<file path="config.mk">
export PLATFORM = sky130hd
export DESIGN_NAME = vga_fill_arbiter
export DESIGN_NICKNAME = d
export VERILOG_FILES = /design/src/rtl/vga_fill_arbiter_pkg.sv /design/src/rtl/vga_fill_arbiter_scan.sv /design/src/rtl/vga_fill_arbiter.sv
export SDC_FILE = /design/constraint.sdc
export NUM_CORES = 1
export LEC_CHECK = 0
export ABC_AREA = 1
export CORE_MARGIN = 3
export CORE_UTILIZATION = 45
export DETAILED_ROUTE_END_ITERATION = 10
export GPL_TIMING_DRIVEN = 0
export HOLD_SLACK_MARGIN = 0.1
export PLACE_DENSITY = 0.83
export SETUP_SLACK_MARGIN = 0.3
export SYNTH_ARGS = -nofsm -noshare
export SYNTH_HDL_FRONTEND = slang
export SYNTH_SLANG_ARGS = --single-unit
</file>
<file path="constraint.sdc">
create_clock -name Clock -period 2.9 [get_ports Clock]
set_clock_uncertainty 0.05 [all_clocks]
set_input_delay 0.87 -clock Clock [delete_from_list [all_inputs] [get_ports Clock]]
set_output_delay 0.87 -clock Clock [all_outputs]
set_load 0.02 [all_outputs]
</file>
<file path="src/rtl/vga_fill_arbiter_pkg.sv">
// Shared video definitions: geometry defaults, RGB color encodings and fill FSM states.
package vga_fill_arbiter_pkg;

  localparam int COL_W_DEF   = 8;
  localparam int ROW_W_DEF   = 8;
  localparam int COLOR_W_DEF = 3;

  localparam logic [2:0] COLOR_BLACK   = 3'b000;
  localparam logic [2:0] COLOR_BLUE    = 3'b001;
  localparam logic [2:0] COLOR_GREEN   = 3'b010;
  localparam logic [2:0] COLOR_CYAN    = 3'b011;
  localparam logic [2:0] COLOR_RED     = 3'b100;
  localparam logic [2:0] COLOR_MAGENTA = 3'b101;
  localparam logic [2:0] COLOR_YELLOW  = 3'b110;
  localparam logic [2:0] COLOR_WHITE   = 3'b111;

  typedef enum logic {
    FILL_IDLE = 1'b0,
    FILL_RUN  = 1'b1
  } fill_state_e;

endpackage

</file>
<file path="src/rtl/vga_fill_arbiter_scan.sv">
// Row-major col/row scan counter with load, hold and end-of-rectangle detect.
module vga_scan_counter
  import vga_fill_arbiter_pkg::*;
#(
  parameter int COL_W = COL_W_DEF,
  parameter int ROW_W = ROW_W_DEF
) (
  input  logic             Clock,
  input  logic             Reset,
  input  logic             load_i,
  input  logic             advance_i,
  input  logic [COL_W-1:0] ld_col_i,
  input  logic [ROW_W-1:0] ld_row_i,
  input  logic [COL_W-1:0] x0_i,
  input  logic [COL_W-1:0] x1_i,
  input  logic [ROW_W-1:0] y1_i,
  output logic [COL_W-1:0] col_o,
  output logic [ROW_W-1:0] row_o,
  output logic             last_o
);

  logic [COL_W-1:0] col_q, col_d;
  logic [ROW_W-1:0] row_q, row_d;
  logic             row_end;

  // End tests compare against the bounds before incrementing, so 255 never wraps.
  assign row_end = (col_q == x1_i);
  assign last_o  = row_end && (row_q == y1_i);

  always_comb begin
    col_d = col_q;
    row_d = row_q;
    if (load_i) begin
      col_d = ld_col_i;
      row_d = ld_row_i;
    end else if (advance_i && !last_o) begin
      if (row_end) begin
        col_d = x0_i;
        row_d = row_q + 1'b1;
      end else begin
        col_d = col_q + 1'b1;
      end
    end
  end

  always_ff @(posedge Clock) begin
    if (!Reset) begin
      col_q <= '0;
      row_q <= '0;
    end else begin
      col_q <= col_d;
      row_q <= row_d;
    end
  end

  assign col_o = col_q;
  assign row_o = row_q;

endmodule

</file>
<file path="src/rtl/vga_fill_arbiter.sv">
// Video RAM write-port arbiter: CPU pixel writes take priority over the rectangle-fill engine.
module vga_fill_arbiter
  import vga_fill_arbiter_pkg::*;
#(
  parameter int COL_W   = COL_W_DEF,
  parameter int ROW_W   = ROW_W_DEF,
  parameter int COLOR_W = COLOR_W_DEF
) (
  input  logic                   Clock,
  input  logic                   Reset,
  input  logic                   iCpuWe,
  input  logic [COL_W-1:0]       iCpuCol,
  input  logic [ROW_W-1:0]       iCpuRow,
  input  logic [COLOR_W-1:0]     iCpuColor,
  input  logic                   iFillStart,
  input  logic                   iFillAbort,
  input  logic [COL_W-1:0]       iX0,
  input  logic [COL_W-1:0]       iX1,
  input  logic [ROW_W-1:0]       iY0,
  input  logic [ROW_W-1:0]       iY1,
  input  logic [COLOR_W-1:0]     iFillColor,
  output logic                   oFillBusy,
  output logic                   oFillDone,
  output logic                   oFillError,
  output logic                   oRamWe,
  output logic [ROW_W+COL_W-1:0] oRamAddr,
  output logic [COLOR_W-1:0]     oRamData
);

  fill_state_e state_q, state_d;

  logic [COL_W-1:0]       x0_q, x0_d, x1_q, x1_d;
  logic [ROW_W-1:0]       y1_q, y1_d;
  logic [COLOR_W-1:0]     color_q, color_d;
  logic                   busy_q, busy_d, done_q, done_d, err_q, err_d;
  logic                   we_q, we_d;
  logic [ROW_W+COL_W-1:0] addr_q, addr_d;
  logic [COLOR_W-1:0]     data_q, data_d;

  logic             scan_load, scan_adv, scan_last;
  logic [COL_W-1:0] scan_col;
  logic [ROW_W-1:0] scan_row;

  vga_scan_counter #(
    .COL_W(COL_W),
    .ROW_W(ROW_W)
  ) u_scan (
    .Clock    (Clock),
    .Reset    (Reset),
    .load_i   (scan_load),
    .advance_i(scan_adv),
    .ld_col_i (iX0),
    .ld_row_i (iY0),
    .x0_i     (x0_q),
    .x1_i     (x1_q),
    .y1_i     (y1_q),
    .col_o    (scan_col),
    .row_o    (scan_row),
    .last_o   (scan_last)
  );

  always_comb begin
    state_d   = state_q;
    x0_d      = x0_q;
    x1_d      = x1_q;
    y1_d      = y1_q;
    color_d   = color_q;
    busy_d    = 1'b0;
    done_d    = 1'b0;
    err_d     = 1'b0;
    we_d      = 1'b0;
    addr_d    = addr_q;
    data_d    = data_q;
    scan_load = 1'b0;
    scan_adv  = 1'b0;

    if (iCpuWe) begin
      we_d   = 1'b1;
      addr_d = {iCpuRow, iCpuCol};
      data_d = iCpuColor;
    end

    unique case (state_q)
      FILL_IDLE: begin
        if (iFillStart) begin
          if ((iX0 > iX1) || (iY0 > iY1)) begin
            err_d = 1'b1;
          end else begin
            x0_d      = iX0;
            x1_d      = iX1;
            y1_d      = iY1;
            color_d   = iFillColor;
            scan_load = 1'b1;
            state_d   = FILL_RUN;
          end
        end
      end
      FILL_RUN: begin
        if (iFillAbort) begin
          state_d = FILL_IDLE;
        end else if (iCpuWe) begin
          busy_d = 1'b1;  // CPU owns the port this cycle; scan position holds
        end else begin
          we_d   = 1'b1;
          addr_d = {scan_row, scan_col};
          data_d = color_q;
          if (scan_last) begin
            done_d  = 1'b1;
            state_d = FILL_IDLE;
          end else begin
            busy_d   = 1'b1;
            scan_adv = 1'b1;
          end
        end
      end
      default: state_d = FILL_IDLE;
    endcase
  end

  always_ff @(posedge Clock) begin
    if (!Reset) begin
      state_q <= FILL_IDLE;
      x0_q    <= '0;
      x1_q    <= '0;
      y1_q    <= '0;
      color_q <= '0;
      busy_q  <= 1'b0;
      done_q  <= 1'b0;
      err_q   <= 1'b0;
      we_q    <= 1'b0;
      addr_q  <= '0;
      data_q  <= '0;
    end else begin
      state_q <= state_d;
      x0_q    <= x0_d;
      x1_q    <= x1_d;
      y1_q    <= y1_d;
      color_q <= color_d;
      busy_q  <= busy_d;
      done_q  <= done_d;
      err_q   <= err_d;
      we_q    <= we_d;
      addr_q  <= addr_d;
      data_q  <= data_d;
    end
  end

  assign oFillBusy  = busy_q;
  assign oFillDone  = done_q;
  assign oFillError = err_q;
  assign oRamWe     = we_q;
  assign oRamAddr   = addr_q;
  assign oRamData   = data_q;

endmodule

</file>
After elaboration in Yosys (flattened, before gate mapping)
Cells that the tools add are included.
Operators by class
  reductions and logical operators: 11
  equal/unequal tests: 2
  add/sub/neg operators: 2
  bitwise logic cells: 4
  $lt $le $gt $ge: 2
  multiplexer cells: 30
Operators with widths (count)
  two-way mux 16 bit: 4
  two-way mux 8 bit: 6
  adder 8 x 1 -> 8 bit (second input constant): 2
  == test 8 bit: 2
  > comparator 8 bit: 2
  two-way mux 1 bit: 15
  two-way mux 3 bit: 4
  inverter 1 bit: 4
  AND reduction 2 bit: 2
  nonzero test 2 bit: 2
  OR reduction 4 bit: 1
  AND reduction 3 bit: 1
  OR reduction 3 bit: 1
  logical AND 1 bit: 2
  case mux 1 bit (2 select lines): 1
  zero test 1 bit: 1
  logical OR 1 bit: 1
Word-level totals
  input port bits: 59
  output and inout bits: 23
  logic and storage cells: 64
  register bits: 67

Logic depth before layout (Yosys ltp)
Gate-level depths: netlist of run 1.
  depth after elaboration: 9
  gate-level depth with buffers: 17
  gate-level depth less buffers: 16

Hierarchy
From an unflattened synthesis of run 1, not the netlist that was laid out.
Second synthesis, totals
  cells, all modules: 723
  area total of the unflattened synthesis: 4459.3 um^2
Modules (own cells, without submodules)
  vga_fill_arbiter: area each 2842.7 um^2, cells each 412, instances 1
  vga_scan_counter: area each 1616.6 um^2, cells each 311, instances 1

Worst setup path before layout of run 1
No wires, ideal clock.
  path type: input to register
  start: input iX1[7]
  end: register u_scan.col_q[6] (netlist: u_scan.col_o[6])
  arrival time: 2127 ps
  buffers on the path: 1
  setup time: 112 ps
  path slack: 611 ps
  stages: 12
  path through: inv_1 ha_1 a21o_1 nor2_1 nand2_1 nand2_2 nand2_1 nor2_2 buf_4 nor2_2 nor2_1 nor2_2
On the way
  longest elaborated chain between the ends: 6
Ends and longest elaborated chain
  start, declared: RTL line vga_fill_arbiter.sv:18  | input logic [COL_W-1:0] iX1,
  > comparator 8 bit (*): RTL line vga_fill_arbiter.sv:86  | if ((iX0 > iX1) || (iY0 > iY1)) begin
  logical OR 1 bit (*): RTL line vga_fill_arbiter.sv:86
  two-way mux 1 bit (*): RTL line vga_fill_arbiter.sv:86
  two-way mux 1 bit (*): RTL line vga_fill_arbiter.sv:85  | if (iFillStart) begin
  two-way mux 1 bit (*): RTL line vga_fill_arbiter.sv:83  | unique case (state_q)
  two-way mux 8 bit or nonzero test 2 bit (tied branches)
  end signal, assigned: RTL line vga_fill_arbiter_scan.sv:51  | col_q <= col_d;
  end, declared: RTL line vga_fill_arbiter_scan.sv:22  | logic [COL_W-1:0] col_q, col_d;
Mark *: on every way between the ends. The rest lies on a longest branch, timed or not.
A chain may end at the register's enable or synchronous reset.

Worst setup path in the final report of run 1
  start: input iFillStart
  end: register u_scan.row_q[1] (netlist: u_scan.row_o[1])
On the way
  longest elaborated chain between the ends: 4
Ends and longest elaborated chain
  start, declared: RTL line vga_fill_arbiter.sv:15  | input logic iFillStart,
  two-way mux 1 bit (*): RTL line vga_fill_arbiter.sv:85
  two-way mux 1 bit (*): RTL line vga_fill_arbiter.sv:83
  nonzero test 2 bit (no source line)
  AND reduction 2 bit (no source line)
  end signal, assigned: RTL line vga_fill_arbiter_scan.sv:52  | row_q <= row_d;
  end, declared: RTL line vga_fill_arbiter_scan.sv:23  | logic [ROW_W-1:0] row_q, row_d;
Marked as above.

==> impl_metrics.yaml, run 1 <==
cells_and_area:
  finalNetCount: 785
  syn2layout_area_growth_pct: 38.10
  drive_gt1_share_pct: 14.75
  nFillCells: 728
  final_core_util_pct: 65.36
  final_area_um2: 5505
  num_antenna_cells: 0
  final_cells: 817
yosys:
  synth.distinct_cells: 33
  ys_seq_elements: 67
  yosysWarnings: 0
  ys_async_sr_fraction_pct: 0
  synth_compound_area_share_pct: 12.46
  synthAdderAreaFrac_pct: 5.650
  yosysSeqAreaShare_pct: 33.65
  ys.flop_type: "dfxtp_1"
  syn-cell-area_um2: 3986
  synth_xor_area_share_pct: 2.197
  synth_area_leaders: "dfxtp_1 34%, nand2_1 15%, inv_1 7.2%, nor2_1 6.9%, ha_1 5.6%"
  syn-instance-count: 607
  synth_top_cell_by_area: "dfxtp_1"
  synthSimpleGateAreaFrac_pct: 33.74
  synth_common_cells: "154 x nand2_1, 76 x inv_1, 73 x nor2_1"
  synth_edf_count: 0
  synth.avg_cell_area_um2: 6.567
  synth_top_family_by_area: "simple AND/OR/NAND/NOR gates"
  synthMuxAreaShare_pct: 0
  syn-num-nets: 684
  synth_most_common_cell: "nand2_1"
  synth_top_cell_area_share_pct: 33.65
detailed_routing:
  firstDrtPassIters: 6
  totalWireLength_mm: 11.53
  vias: 4178
  route.detailed.drc: 0
  drt_iter0_drc: 394
  wl_per_cell_um: 14.11
  postRouteAntennaNets: 0
  viasPerCell: 5.114
setup_path:
  reg2reg_from: "state_q$_SDFF_PN0_"
  crit_path_end_kind: "flop"
  crit_slowest_cell: "nor2_1"
  cp-start-kind: "input port"
  required_ns: 3.13
  cp_top_family: "simple AND/OR/NAND/NOR gates"
  path_class: "input port to flop"
  cp.arrival_ns: 2.76
  cp_max_fo: 8
  max_stage_delay_ns: 0.53
  cp_num_buf_inv: 5
  crit_start: "iFillStart"
  crit_chain: "clkdlybuf4s50_1, inv_1, nor2_1, inv_1, nor2_4, buf_6, nand2_1, nand2_1, clkinv_1, nor2_1"
place:
  pre_cts_slack_ns: -0.1970
  dp_cells: 792
  placed_cell_area_um2: 4918
  io_buffers: 80
  hpwl_mm: 8.453
  place_congestion: 0.8401
timing:
  setup-violations-final: 0
  worst_slack_ns: 0.3704
  drv_slew: 0
  min_period_ns: 2.530
  max_freq_mhz: 395.3
  relSlewSlack_pct: 53.67
  holdWs_ns: 0.4121
  rsz0062_at_grt: "false"
  fin_setup_tns_ns: 0
  worst_pin_slew_ns: 0.6925
  fin_crit_sh_pct: 87.23
  hold_violations: 0
clocking:
  clk_latency_ns: 0.35
  numCtsBuffers: 9
  root_buffer: "clkbuf_8"
  clock_sinks: 67
  clk_pin_slew_ns: 0.08
  htree_num_levels: 3
  cts_max_path_buffers: 2
  hold_buffers: 0
  tritoncts: "done"
die:
  pin_count: 82
  rows: 33
  start_util_pct: 47.33
  coreArea_um2: 8423
  fp.dieW_um: 100.1
  die_h_um: 100.1
  dieArea_um2: 10020
global_route:
  track_usage_pct: 21.70
  grt_pass1_wl_mm: 17.65
  gr-total-overflow: 0
  antenna_found_initial: 0
  first_global_vias: 3853
  grt_max_degree: 12
hold_path:
  hp-class: "flop to flop"
  worstHoldStart: "x0_q[4]$_SDFFE_PN0P_"
pwr:
  power_mw: 2.788
  powerDensity_nw_per_um2: 506.5
  ir_worst_vdd_v: 0.0002465
  leakagePower_nw: 2.699
flow_run:
  maxCapViolations: 0
status:
  status: "complete, no violations"
what timing repair did:
item / 4_1_cts / 5_1_grt
pin swaps: 8 / 20
setup buffers: 0 / 6
gates resized for setup: 27 / 58
gates cloned: 1 / 3
endpoints found under the setup margin: 44 / 44
power by group:
| part | total [mW] | switching [mW] | internal [mW] |
|---|---|---|---|
| logic | 0.860 | 0.501 | 0.360 |
| registers | 1.06 | 0.0592 | 1.00 |
| clock network | 0.867 | 0.367 | 0.500 |
| total | 2.79 | 0.927 | 1.86 |
state kept, by name, indices dropped and copies added (netlist names), 3 cells and up:
signal	flops
x0_q	8
u_scan.row_o	8
u_scan.col_o	8
oRamAddr	16
oRamData	3
color_q	3
x1_q	8
y1_q	8
area by class of cell:
class | count | area [um2] | share of cell area (%)
tap | 105 | 131.4 | 2.386
sequential | 67 | 1341 | 24.36
inverter | 97 | 364.1 | 6.614
clock inverter | 5 | 77.57 | 1.409
timing repair buffer | 89 | 950.9 | 17.27
buffer | 23 | 175.2 | 3.182
multi-input combinational | 421 | 2327 | 42.27
clock buffer | 10 | 137.6 | 2.500
worst paths after layout:
path	end	slack [ns]	cells after the start
hold / removal	x0_q[4]$_SDFFE_PN0P_	0.41	2
setup reg to reg	u_scan.row_o[1]$_SDFFE_PN0P_	1.02	8
hold reg to reg	x0_q[4]$_SDFFE_PN0P_	0.41	2
setup / recovery	u_scan.row_o[1]$_SDFFE_PN0P_	0.37	10
worst register-to-register path: stages, from the launching register on:
cell and delay (ns):
dfxtp_1 0.35, nor2_1 0.56, inv_1 0.21, nor2_4 0.18
buf_6 0.15, nand2_1 0.05, nand2_1 0.07, clkinv_1 0.07
nor2_1 0.13
placed cells by master, fill, tap and decap left out, drive strengths merged:
cell type / n
nand2: 163
inv: 95
nor2: 87
dfxtp: 67
clkdlybuf4s50: 49
o21ai: 35
nand3: 34
a21oi: 32
clkbuf: 24
dlymetal6s2s: 23
ha: 18
buf: 18
nor3: 14
a211oi: 12
xor2: 10
dlygate4sd2: 8
nand4: 7
o211ai: 4
clkinv: 4
a221oi: 3
bufinv: 2
o21a: 1
a21o: 1
clkinvlp: 1
per-layer routing:
metal / wire [um] / track usage [%] / part of all wire [%] / vias up
li1: - / - / - / 2108
met1: 5026 / 28.93 / 44 / 1891
met2: 5472 / 35.68 / 47 / 158
met3: 828 / 3.683 / 7.2 / 21
met4: 201 / 7.150 / 1.7 / 0
met5: 0 / 0 / 0 / -
kinds of logic (layout without fill, tap and decap cells):
kind of cell    Yosys count  in the layout
compound gates           88             88
xor+xnor                 10             10
fa+ha+maj                18             18
buf+inv                 120            224
flops                    67             67
simple gates            304            305
(Power assumes the default switching activity.)
==> run 2, diff against run 1 <==
CORE_UTILIZATION = 40   (was 45)
CTS_CLUSTER_SIZE = 8   (was unset)
PLACE_DENSITY = 0.76   (was 0.83)
==> impl_metrics.yaml, run 2 (synthesis results as in run 1) <==
status:
  status: "complete, no violations"
cells_and_area:
  syn2layout_area_growth_pct: 39.17
  drive_gt1_share_pct: 15.71
  largest_reg_flops: 16
  final_cell_mix: "150 x nand2_1, 71 x inv_1, 67 x dfxtp_1"
  num_antenna_cells: 0
  finalNetCount: 785
  final_area_um2: 5548
  final_core_util_pct: 58.65
  final_common_cell: "nand2_1"
detailed_routing:
  totalWireLength_mm: 11.57
  wl_per_cell_um: 13.75
  viasPerCell: 4.866
  route.detailed.drc: 0
  drt_iter0_drc: 336
  firstDrtPassIters: 5
  postRouteAntennaNets: 0
  vias: 4097
clocking:
  root_buffer: "clkbuf_8"
  numCtsBuffers: 9
  cts_max_path_buffers: 2
  tritoncts: "done"
  clk_pin_slew_ns: 0.07
  clock_sinks: 67
  clk_latency_ns: 0.34
  htree_num_levels: 3
pwr:
  leakagePower_nw: 2.656
  power_mw: 2.751
  ir_worst_vdd_v: 0.0002186
  powerDensity_nw_per_um2: 495.8
die:
  dieArea_um2: 11200
  fp.dieW_um: 105.8
  coreArea_um2: 9459
  rows: 35
  pin_count: 82
  start_util_pct: 42.14
  die_h_um: 105.8
timing:
  hold_violations: 0
  max_freq_mhz: 392.5
  drv_slew: 0
  holdWs_ns: 0.4107
  min_period_ns: 2.548
  worst_pin_slew_ns: 0.6279
  setup-violations-final: 0
  fin_crit_sh_pct: 87.86
  rsz0062_at_grt: "false"
  relSlewSlack_pct: 58.14
setup_path:
  ff2ff_setup_slack_ns: 1.06
  cp.arrival_ns: 2.77
  ff2ff_path_depth: 13
  crit_path_end_kind: "flop"
  path_class: "input port to flop"
  cp-start-kind: "input port"
  required_ns: 3.12
  cp_max_fo: 5
global_route:
  antenna_found_initial: 0
  grt_pass1_wl_mm: 18.26
  track_usage_pct: 20.24
  grt_max_degree: 11
  first_global_vias: 3915
  gr-total-overflow: 0
place:
  place_congestion: 0.8609
  placed_cell_area_um2: 4949
  io_buffers: 80
  hpwl_mm: 8.633
hold_path:
  hp-class: "flop to flop"
  holdPathStages: 2
flow_run:
  maxCapViolations: 0
run 2: cell count changes in the layout (fill, tap and decap cells not counted), moves of 3 or more:
cell,previous run,this run
clkbuf_1,11,14
o21ai_0,30,18
inv_2,21,24
nor2_4,7,11
inv_1,74,71
clkbuf_8,10,13
nor2_1,66,61
buf_6,6,3
o21ai_1,5,16
dlygate4sd2_1,8,14
dlymetal6s2s_1,23,17
run 2: final cells by class:
class                           count  area [um2]
Fill cell                         865        3911
Multi-Input combinational cell    420        2344
Sequential cell                    67        1341
Timing Repair Buffer               90       950.9
Inverter                           97       364.1
Buffer                             23       180.2
Clock buffer                       15       176.4
Tap cell                          129       161.4
Clock inverter                      1       30.03
run 2: path summary, 6_finish.rpt:
| path | startpoint | to |
|---|---|---|
| max | iX1[5] | u_scan.row_o[7]$_SDFFE_PN0P_ |
| min | color_q[1]$_SDFFE_PN0P_ | color_q[1]$_SDFFE_PN0P_ |
| max reg2reg | u_scan.col_o[0]$_SDFFE_PN0P_ | u_scan.col_o[5]$_SDFFE_PN0P_ |
| min reg2reg | color_q[1]$_SDFFE_PN0P_ | color_q[1]$_SDFFE_PN0P_ |
run 2: repair_timing:
item / 4_1_cts / 5_1_grt
endpoints found under the setup margin: 44 / 43
gates resized for setup: 73 / 35
pin swaps: 18 / 15
buffers inserted: 5 / 2
gates cloned: 2 / 1
hold buffers: 0 / 0
run 2: worst max-delay path, stage by stage:
cell	delay [ns]
dlygate4sd2_1	0.24
inv_1	0.05
ha_1	0.32
a21oi_2	0.13
nor2_1	0.05
nor2_1	0.13
nand2_2	0.09
nand2_4	0.09
buf_4	0.13
nand2_2	0.07
nor2_4	0.15
buf_6	0.14
nand2_1	0.08
nand2_1	0.10
clkinv_1	0.06
nor2_1	0.07
run 2: stage by stage:
| stage | setup TNS (ns) | std cells | setup WS (ns) |
|---|---|---|---|
| after floorplan | 0 | 607 | 0.6110 |
| after global placement | -5.212 | 816 | -0.2209 |
| after detailed placement | -7.230 | 816 | -0.2941 |
| after CTS | 0 | 839 | 0.3035 |
| after global routing | 0 | 842 | 0.2742 |
| final | 0 | 842 | 0.3519 |
run 2: power by group:
part           switching (mW)  leakage (nW)  internal (mW)
Clock                   0.347         0.104          0.470
Combinational           0.507          2.00          0.368
Sequential             0.0570         0.551           1.00
run 2: per-layer routing:
layer	global-route usage (%)	up-vias	share of wire, %
li1	-	2110	-
met1	26.10	1844	45
met2	33.97	129	47
met3	3.552	14	5.9
met4	7.123	0	1.6
met5	0	-	0
